$ cat src/rtl/result_collector_pkg.sv
// Shared types and array-wide defaults for the result collector.
// Provides the collector state enumeration and MATRIX/DATA size defaults.
package result_collector_pkg;

  localparam int MATRIX_SIZE_DEF = 2;
  localparam int DATA_SIZE_DEF   = 32;

  typedef enum logic [1:0] {
    IDLE    = 2'd0,
    COLLECT = 2'd1,
    DONE    = 2'd2
  } state_e;

  function automatic int idx_width(input int m);
    return $clog2(m) + 1;
  endfunction

endpackage

$ cat src/rtl/result_collector_col_fifo.sv
// Per-column de-skew FIFO: DW wide, DEPTH deep, synchronous active-low reset.
// Ports: clear/push/pop/din in; dout (head), full, empty, drop out.
module col_fifo #(
  parameter int DW    = 32,
  parameter int DEPTH = 2
) (
  input  logic          clk,
  input  logic          reset,
  input  logic          clear,
  input  logic          push,
  input  logic          pop,
  input  logic [DW-1:0] din,
  output logic [DW-1:0] dout,
  output logic          full,
  output logic          empty,
  output logic          drop
);

  localparam int AW = (DEPTH > 1) ? $clog2(DEPTH) : 1;
  localparam int CW = $clog2(DEPTH + 1);

  logic [DW-1:0] mem_q [DEPTH];
  logic [DW-1:0] mem_d [DEPTH];
  logic [AW-1:0] rd_q, rd_d;
  logic [AW-1:0] wr_q, wr_d;
  logic [CW-1:0] cnt_q, cnt_d;
  logic          do_pop, do_push;

  function automatic logic [AW-1:0] nxt(
    input logic [AW-1:0] p
  );
    return (p == AW'(DEPTH - 1)) ? '0 : p + 1'b1;
  endfunction

  assign full   = (cnt_q == CW'(DEPTH));
  assign empty  = (cnt_q == '0);
  assign dout   = mem_q[rd_q];
  assign do_pop = pop & ~empty;
  // A pop on the same edge frees the slot.
  assign do_push = push & (~full | do_pop);
  assign drop    = push & full & ~do_pop;

  always_comb begin
    mem_d = mem_q;
    rd_d  = rd_q;
    wr_d  = wr_q;
    cnt_d = cnt_q;
    if (clear) begin
      rd_d  = '0;
      wr_d  = '0;
      cnt_d = '0;
    end else begin
      if (do_push) begin
        mem_d[wr_q] = din;
        wr_d        = nxt(wr_q);
      end
      if (do_pop) begin
        rd_d = nxt(rd_q);
      end
      cnt_d = cnt_q + CW'(do_push)
            - CW'(do_pop);
    end
  end

  always_ff @(posedge clk) begin
    if (!reset) begin
      for (int i = 0; i < DEPTH; i++) begin
        mem_q[i] <= '0;
      end
      rd_q  <= '0;
      wr_q  <= '0;
      cnt_q <= '0;
    end else begin
      mem_q <= mem_d;
      rd_q  <= rd_d;
      wr_q  <= wr_d;
      cnt_q <= cnt_d;
    end
  end

endmodule

$ cat src/rtl/result_collector.sv
// Re-aligns skewed systolic column results into whole rows for downstream.
// Ports: start/col_valid/col_data/row_ready in; row_*/done/overflow out.
module result_collector
  import result_collector_pkg::*;
#(
  parameter int MATRIX_SIZE = MATRIX_SIZE_DEF,
  parameter int DATA_SIZE   = DATA_SIZE_DEF
) (
  input  logic                           clk,
  input  logic                           reset,
  input  logic                           general_enable,
  input  logic                           start,
  input  logic [MATRIX_SIZE-1:0]         col_valid,
  input  logic [MATRIX_SIZE*DATA_SIZE-1:0] col_data,
  input  logic                           row_ready,
  output logic                           row_valid,
  output logic [MATRIX_SIZE*DATA_SIZE-1:0] row_data,
  output logic [$clog2(MATRIX_SIZE):0]   row_index,
  output logic                           done,
  output logic                           overflow
);

  localparam int M  = MATRIX_SIZE;
  localparam int D  = DATA_SIZE;
  localparam int IW = $clog2(M) + 1;

  state_e          state_q, state_d;
  logic [IW-1:0]   idx_q, idx_d;
  logic            ovf_q, ovf_d;

  logic [M-1:0]    full, empty, drop, push;
  logic [M*D-1:0]  head;
  logic            collect, clear, pop;

  assign collect = (state_q == COLLECT);
  // start wins over any push/pop in the same cycle.
  assign clear   = general_enable & start;
  assign push    = {M{general_enable & collect
                      & ~start}} & col_valid;
  assign pop     = general_enable & row_valid
                 & row_ready & ~start;

  assign row_valid = collect & ~|empty;
  assign row_data  = row_valid ? head : '0;
  assign row_index = idx_q;
  assign done      = (state_q == DONE);
  assign overflow  = ovf_q;

  for (genvar j = 0; j < M; j++) begin : g_col
    col_fifo #(
      .DW    (D),
      .DEPTH (M)
    ) u_fifo (
      .clk   (clk),
      .reset (reset),
      .clear (clear),
      .push  (push[j]),
      .pop   (pop),
      .din   (col_data[j*D +: D]),
      .dout  (head[j*D +: D]),
      .full  (full[j]),
      .empty (empty[j]),
      .drop  (drop[j])
    );
  end

  always_comb begin
    state_d = state_q;
    idx_d   = idx_q;
    ovf_d   = ovf_q;
    unique case (1'b1)
      clear: begin
        state_d = COLLECT;
        idx_d   = '0;
        ovf_d   = 1'b0;
      end
      default: begin
        if (|drop) begin
          ovf_d = 1'b1;
        end
        if (pop) begin
          idx_d = idx_q + 1'b1;
          if (idx_q == IW'(M - 1)) begin
            state_d = DONE;
          end
        end
      end
    endcase
  end

  always_ff @(posedge clk) begin
    if (!reset) begin
      state_q <= IDLE;
      idx_q   <= '0;
      ovf_q   <= 1'b0;
    end else begin
      state_q <= state_d;
      idx_q   <= idx_d;
      ovf_q   <= ovf_d;
    end
  end

endmodule
$ cat config.mk
export PLATFORM = sky130hd
export DESIGN_NAME = result_collector
export DESIGN_NICKNAME = d
export VERILOG_FILES = /design/src/rtl/result_collector_pkg.sv /design/src/rtl/result_collector_col_fifo.sv /design/src/rtl/result_collector.sv
export SDC_FILE = /design/constraint.sdc
export NUM_CORES = 1
export LEC_CHECK = 0
export ABC_AREA = 1
export CAP_MARGIN = 20
export CORE_MARGIN = 2
export CORE_UTILIZATION = 51
export CTS_CLUSTER_SIZE = 28
export DETAILED_ROUTE_END_ITERATION = 8
export PLACE_DENSITY = 0.78
export SLEW_MARGIN = 20
export SYNTH_ARGS = -nofsm -noshare
export SYNTH_HDL_FRONTEND = slang
export SYNTH_SLANG_ARGS = --single-unit
$ cat constraint.sdc
create_clock -name clk -period 1.9 [get_ports clk]
set_input_delay 0.57 -clock clk [delete_from_list [all_inputs] [get_ports clk]]
set_output_delay 0.57 -clock clk [all_outputs]
set_load 0.03 [all_outputs]
==> flow_summary.json, run 1 <==
{
  "antenna_cells": 0,
  "wl_met2_mm": 9.73,
  "antenna_found_initial": 0,
  "finalCritPeriodShare": 1.19,
  "via_count": 6992,
  "fp.dieW_um": 118,
  "finalNonFillerCells": 1326,
  "grt-ovfl-total": 0,
  "cts.sinks": 141,
  "clock_path_buffers": 2,
  "r2r_slack_ns": 0.12,
  "rsz0062_at_grt": "yes",
  "dieArea_um2": 13900,
  "fillCellCount": 971,
  "synth_area_um2": 6640,
  "p_leak_nw": 4.11,
  "fin_nets": 1217,
  "yosysUniqueCellTypes": 21,
  "slew_headroom": 0.710,
  "synth.avg_cell_area_um2": 6.57,
  "cts_tree": "built",
  "violations": "setup timing",
  "vdd_ir_drop_max_mv": 0.518,
  "end_kind": "output pin",
  "crit_path_max_fanout": 7,
  "power_frac_seq": 0.465,
  "status": "complete, but fails checks",
  "clock_latency_ns": 0.42,
  "syn-num-nets": 1084,
  "drc_errors": 0,
  "grt_pass1_wl_mm": 31.3,
  "dp.cells": 1285,
  "drt_iter0_markers": 638,
  "synth_area_leader_cell": "dfxtp_1",
  "core.rowCount": 41,
  "met1Wirelength_mm": 8.37,
  "netSwitchingFraction": 0.218,
  "hpwl_mm": 11.5,
  "clock_skew_ns": 0.00457,
  "synthCells": 1010,
  "power_density_nw_per_um2": 676,
  "internal-power_mw": 5.05,
  "routed.top_layer": "met4",
  "total_power_mw": 6.45,
  "h-tree-depth": 4,
  "ant_nets": 0,
  "worstPathArrival_ns": 1.68,
  "portBuffers": 139,
  "layout_setup_ws_ns": -0.355,
  "hold_class": "register to register",
  "hold_viol": 0,
  "slew_violations": 0,
  "dr_wl_met3_mm": 1.04,
  "core-area_um2": 12700,
  "pwr-share-clk": 0.471,
  "yosysSeqAreaShare": 0.425,
  "dr.pass1.iters": 5,
  "cts_hold_buf": 0,
  "fin_crit_ns": 2.25,
  "drv_cap": 0,
  "yosys-top-cells-area": "dfxtp_1, nor2_1, nand2_1",
  "floorplan.initialDensity": 0.524,
  "worst_pin_slew_ns": 0.435,
  "drt-total-wl_mm": 19.6,
  "syn2layout_area_growth_pct": 43.8,
  "via_per_inst": 5.27,
  "root_buffer": "clkbuf_16",
  "clkTransAtPathRegs_ns": 0.05,
  "synth_top_area_frac": 0.425,
  "grt.total_usage": 0.272,
  "cts_buffers": 17,
  "gp_congestion": 0.836,
  "grt_max_degree": 40,
  "die_h_um": 118,
  "avgRoutedWirePerCell_um": 14.8,
  "yosysWarnings": 0,
  "final_layout_size_suffix_gt1_frac": 0.204,
  "cp_data_required_time_ns": 1.33,
  "power_switching_mw": 1.40,
  "setup_viol": 65,
  "startpoint_type": "register",
  "p_comb_frac": 0.064,
  "ios": 140,
  "ys_seq_elements": 141,
  "crit_type": "register to output pin",
  "grt_pass1_vias": 6559,
  "fmax_mhz": 443
}
## layout make-up
class | instances | area (µm²) | share of cell area
tap | 172 | 215 | 0.0225
timing repair buffer | 192 | 2130 | 0.223
multi-input combinational | 704 | 3510 | 0.368
clock buffer | 30 | 534 | 0.0560
sequential | 141 | 2840 | 0.297
inverter | 87 | 327 | 0.0342
## per-stage QoR
stage | setup WS, ns | TNS [ns] | hold WS [ns] | instance area (µm²) | util
after floorplan | -0.0904 | -4.66 | 0.440 | 6660 | -
after global placement | -0.342 | -39.76 | 0.448 | 8210 | 0.648
after detailed placement | -0.391 | -44.33 | 0.452 | 8210 | 0.648
after CTS | -0.320 | -16.80 | 0.456 | 9180 | 0.724
after global routing | -0.402 | -22.14 | 0.475 | 9550 | 0.754
final | -0.355 | -18.19 | 0.458 | 9550 | 0.754
## final timing paths
kind / from / to / cells past startpoint
setup / recovery: g_col[0].u_fifo.cnt_q[0]$_SDFF_PP0_ / row_data[54] / 7
hold / removal: g_col[0].u_fifo.mem_q[14]$_SDFFE_PN0P_ / g_col[0].u_fifo.mem_q[14]$_SDFFE_PN0P_ / 2
setup reg to reg: state_q[0]$_SDFFE_PN0P_ / g_col[0].u_fifo.mem_q[4]$_SDFFE_PN0P_ / 10
hold reg to reg: g_col[0].u_fifo.mem_q[14]$_SDFFE_PN0P_ / g_col[0].u_fifo.mem_q[14]$_SDFFE_PN0P_ / 2
## power groups by stage
stage / clock network [mW] / registers [mW] / logic [mW]
5_1_grt: 3.20 / 3.00 / 0.452
4_1_cts: 3.05 / 3.00 / 0.397
3_3_place_gp: 0 / 3.06 / 0.387
2_1_floorplan: 0 / 3.06 / 0.162
3_5_place_dp: 0 / 3.06 / 0.388
6_report: 3.04 / 3.00 / 0.416
## cells by family after synthesis
family | synth area share
buf+inv | 0.108
flops | 0.425
simple gates | 0.351
compound gates | 0.107
fa+ha+maj | 0.00566
xor+xnor | 0.00264
## layer usage
| layer | vias to the layer above | GRT usage |
|---|---|---|
| met5 | - | 0 |
| met4 | 0 | 0.108 |
| met3 | 36 | 0.0547 |
| met2 | 258 | 0.453 |
| met1 | 3251 | 0.345 |
| li1 | 3447 | - |
## cells in the mapped netlist, drive strengths merged
library cell,number
nor2,266
nand2,212
dfxtp,141
a21oi,140
inv,87
nand4,66
buf,40
clkbuf,38
nand3,10
ha,3
or2,3
o21ai,2
xnor2,2
## registers in the layout, summed over array words and instances (netlist names)
register	cells
g_col.u_fifo.rd_q	2
overflow	1
row_index	2
g_col.u_fifo.wr_q	2
g_col.u_fifo.cnt_q	4
g_col.u_fifo.mem_q	128
state_q	2
## what timing repair did
action / in CTS / in global routing
setup buffers: 5 / 2
endpoints found under the setup margin: 69 / 137
gates resized for setup: 93 / 84
pin swaps: 7 / 37
cloned: 2 / 2
## worst max-delay path: stages (launching register included)
cell and delay (ns):
dfxtp_2 0.34, nor2_2 0.04, nor2_2 0.16, nand2_4 0.14
buf_12 0.16, clkbuf_16 0.18, nor2_4 0.10, buf_6 0.14
## placed cells by master, fill, tap and decap left out, drive strengths merged
| master | netlist | layout |
|---|---|---|
| nor2 | 266 | 266 |
| nand2 | 212 | 212 |
| dfxtp | 141 | 141 |
| a21oi | 140 | 140 |
| buf | 40 | 118 |
| inv | 87 | 87 |
| clkdlybuf4s50 | 0 | 68 |
| nand4 | 66 | 66 |
| clkbuf | 38 | 32 |
| nand3 | 10 | 10 |
| or2 | 3 | 3 |
| ha | 3 | 3 |
| dlygate4sd2 | 0 | 3 |
| o21ai | 2 | 2 |
| xnor2 | 2 | 2 |
| dlymetal6s2s | 0 | 1 |
Note: power is estimated with default switching activity, not from simulation.
==> run 2: changes to the inputs <==
--- a/config.mk
+++ b/config.mk
@@ -12,6 +12,7 @@
 export CTS_CLUSTER_SIZE = 28
 export DETAILED_ROUTE_END_ITERATION = 8
 export PLACE_DENSITY = 0.78
+export SETUP_SLACK_MARGIN = 0.1
 export SLEW_MARGIN = 20
 export SYNTH_ARGS = -nofsm -noshare
 export SYNTH_HDL_FRONTEND = slang
==> flow_summary.json, run 2 (synthesized netlist as in run 1, its figures left out) <==
{
  "status": "complete, but fails checks",
  "violations": "setup timing",
  "core.rowCount": 41,
  "power_density_nw_per_um2": 719,
  "via_count": 6895,
  "rsz0062_at_grt": "yes",
  "hold_class": "register to register",
  "cts_tree": "built",
  "clock_skew_ns": 0.00681,
  "dp.cells": 1288,
  "antenna_found_initial": 0,
  "gp_congestion": 0.822,
  "dr.pass1.iters": 5,
  "ff2ff_path_depth": 10,
  "crit_type": "register to output pin",
  "finalCritPeriodShare": 1.12,
  "final_cell_mix": "nand2_1, nor2_1, a21oi_1, dfxtp_1, inv_1",
  "layout_commonest_cell": "nand2_1",
  "fp.dieW_um": 118,
  "fmax_mhz": 472,
  "final_layout_size_suffix_gt1_frac": 0.213,
  "total_power_mw": 6.67,
  "cts_hold_buf": 0,
  "cp-endpoint": "row_data[28]",
  "hold_viol": 0,
  "worstPathArrival_ns": 1.55,
  "grt-ovfl-total": 0,
  "floorplan.initialDensity": 0.524,
  "antenna_cells": 0,
  "root_buffer": "clkbuf_16",
  "dp_slack_ns": -0.377,
  "grt_pass1_wl_mm": 30.1,
  "clock_path_buffers": 2,
  "hpwl_mm": 11.4,
  "die_h_um": 118,
  "drv_cap": 0,
  "worst_pin_slew_ns": 0.584,
  "layout_setup_ws_ns": -0.219,
  "fin_crit_ns": 2.12,
  "grt_max_degree": 49,
  "drt-total-wl_mm": 18.1,
  "r2r-start": "state_q[0]$_SDFFE_PN0P_",
  "cts_buffers": 17,
  "p_leak_nw": 4.06,
  "core-area_um2": 12700,
  "r2r_slack_ns": 0.22,
  "reg_top3": "g_col.u_fifo.mem_q (128), g_col.u_fifo.cnt_q (4)",
  "finalNonFillerCells": 1327,
  "grt.total_usage": 0.260,
  "dieArea_um2": 13900,
  "clkTransAtPathRegs_ns": 0.06,
  "vdd_ir_drop_max_mv": 0.701,
  "end_kind": "output pin",
  "slew_headroom": 0.611,
  "avgRoutedWirePerCell_um": 13.6,
  "cp_data_required_time_ns": 1.33,
  "critPathLaunch": "state_q[0]$_SDFFE_PN0P_",
  "fin_nets": 1216,
  "drt_iter0_markers": 634,
  "cts.sinks": 141,
  "placedInstanceArea_um2": 8360,
  "rr_endpoint": "g_col[1].u_fifo.mem_q[55]$_SDFFE_PN0P_",
  "h-tree-depth": 4,
  "finish.utilization": 0.733,
  "drc_errors": 0,
  "startpoint_type": "register",
  "grt_pass1_vias": 6365,
  "largest_reg_flops": 128,
  "clock_latency_ns": 0.42,
  "crit_path_max_fanout": 12,
  "syn2layout_area_growth_pct": 39.9,
  "portBuffers": 139,
  "via_per_inst": 5.20,
  "ios": 140,
  "ant_nets": 0,
  "postLayoutCellArea_um2": 9290,
  "top_register": "g_col.u_fifo.mem_q",
  "setup_viol": 65,
  "slew_violations": 0
}
==> run 2: worst max-delay path: stages, from the launching register on <==
cell	delay, ns
dfxtp_2	0.35
inv_2	0.05
nor2_4	0.14
nand2_4	0.12
buf_6	0.19
nor2_2	0.13
buf_4	0.17
==> run 2: how the worst min path moves through the flow <==
stage	start	end	slack (ns)	cells past startpoint
6_report	g_col[0].u_fifo.mem_q[5]$_SDFFE_PN0P_	g_col[0].u_fifo.mem_q[5]$_SDFFE_PN0P_	0.46	2
4_1_cts	g_col[0].u_fifo.mem_q[5]$_SDFFE_PN0P_	g_col[0].u_fifo.mem_q[5]$_SDFFE_PN0P_	0.46	2
3_5_place_dp	g_col[0].u_fifo.mem_q[5]$_SDFFE_PN0P_	g_col[0].u_fifo.mem_q[5]$_SDFFE_PN0P_	0.45	2
3_3_place_gp	g_col[0].u_fifo.mem_q[0]$_SDFFE_PN0P_	g_col[0].u_fifo.mem_q[0]$_SDFFE_PN0P_	0.45	2
5_1_grt	g_col[0].u_fifo.mem_q[12]$_SDFFE_PN0P_	g_col[0].u_fifo.mem_q[12]$_SDFFE_PN0P_	0.48	2
2_1_floorplan	g_col[0].u_fifo.mem_q[10]$_SDFFE_PN0P_	g_col[0].u_fifo.mem_q[10]$_SDFFE_PN0P_	0.44	2
==> run 2: metrics by stage <==
| stage | hold slack [ns] | TNS (ns) |
|---|---|---|
| final | 0.457 | -12.46 |
| after detailed placement | 0.450 | -43.53 |
| after global placement | 0.447 | -40.70 |
| after global routing | 0.476 | -17.06 |
| after floorplan | 0.440 | 0 |
| after CTS | 0.459 | -16.96 |
==> run 2: repair_timing <==
item / in CTS / in global routing
buffers inserted: 2 / 4
resized for setup: 67 / 19
gates cloned: 0 / 1
pin swaps: 4 / 6
setup endpoints to repair: 89 / 203
==> run 2: final cells by class <==
class,count,area [µm²]
tap,172,215
inverter,87,327
fill,1025,3380
multi-input combinational,704,3360
clock buffer,25,495
timing repair buffer,191,1970
sequential,141,2830
clock inverter,7,85.1
==> run 2: metal layers <==
metal,share of wire,vias up,GRT usage
met5,0,-,0
li1,-,3452,-
met3,0.069,31,0.0557
met2,0.48,264,0.423
met1,0.43,3148,0.341
met4,0.015,0,0.0873
==> run 2: where the power goes <==
part           switching, mW  internal [mW]
registers            0.00916           2.99
logic                  0.215          0.193
clock network           1.21           2.06
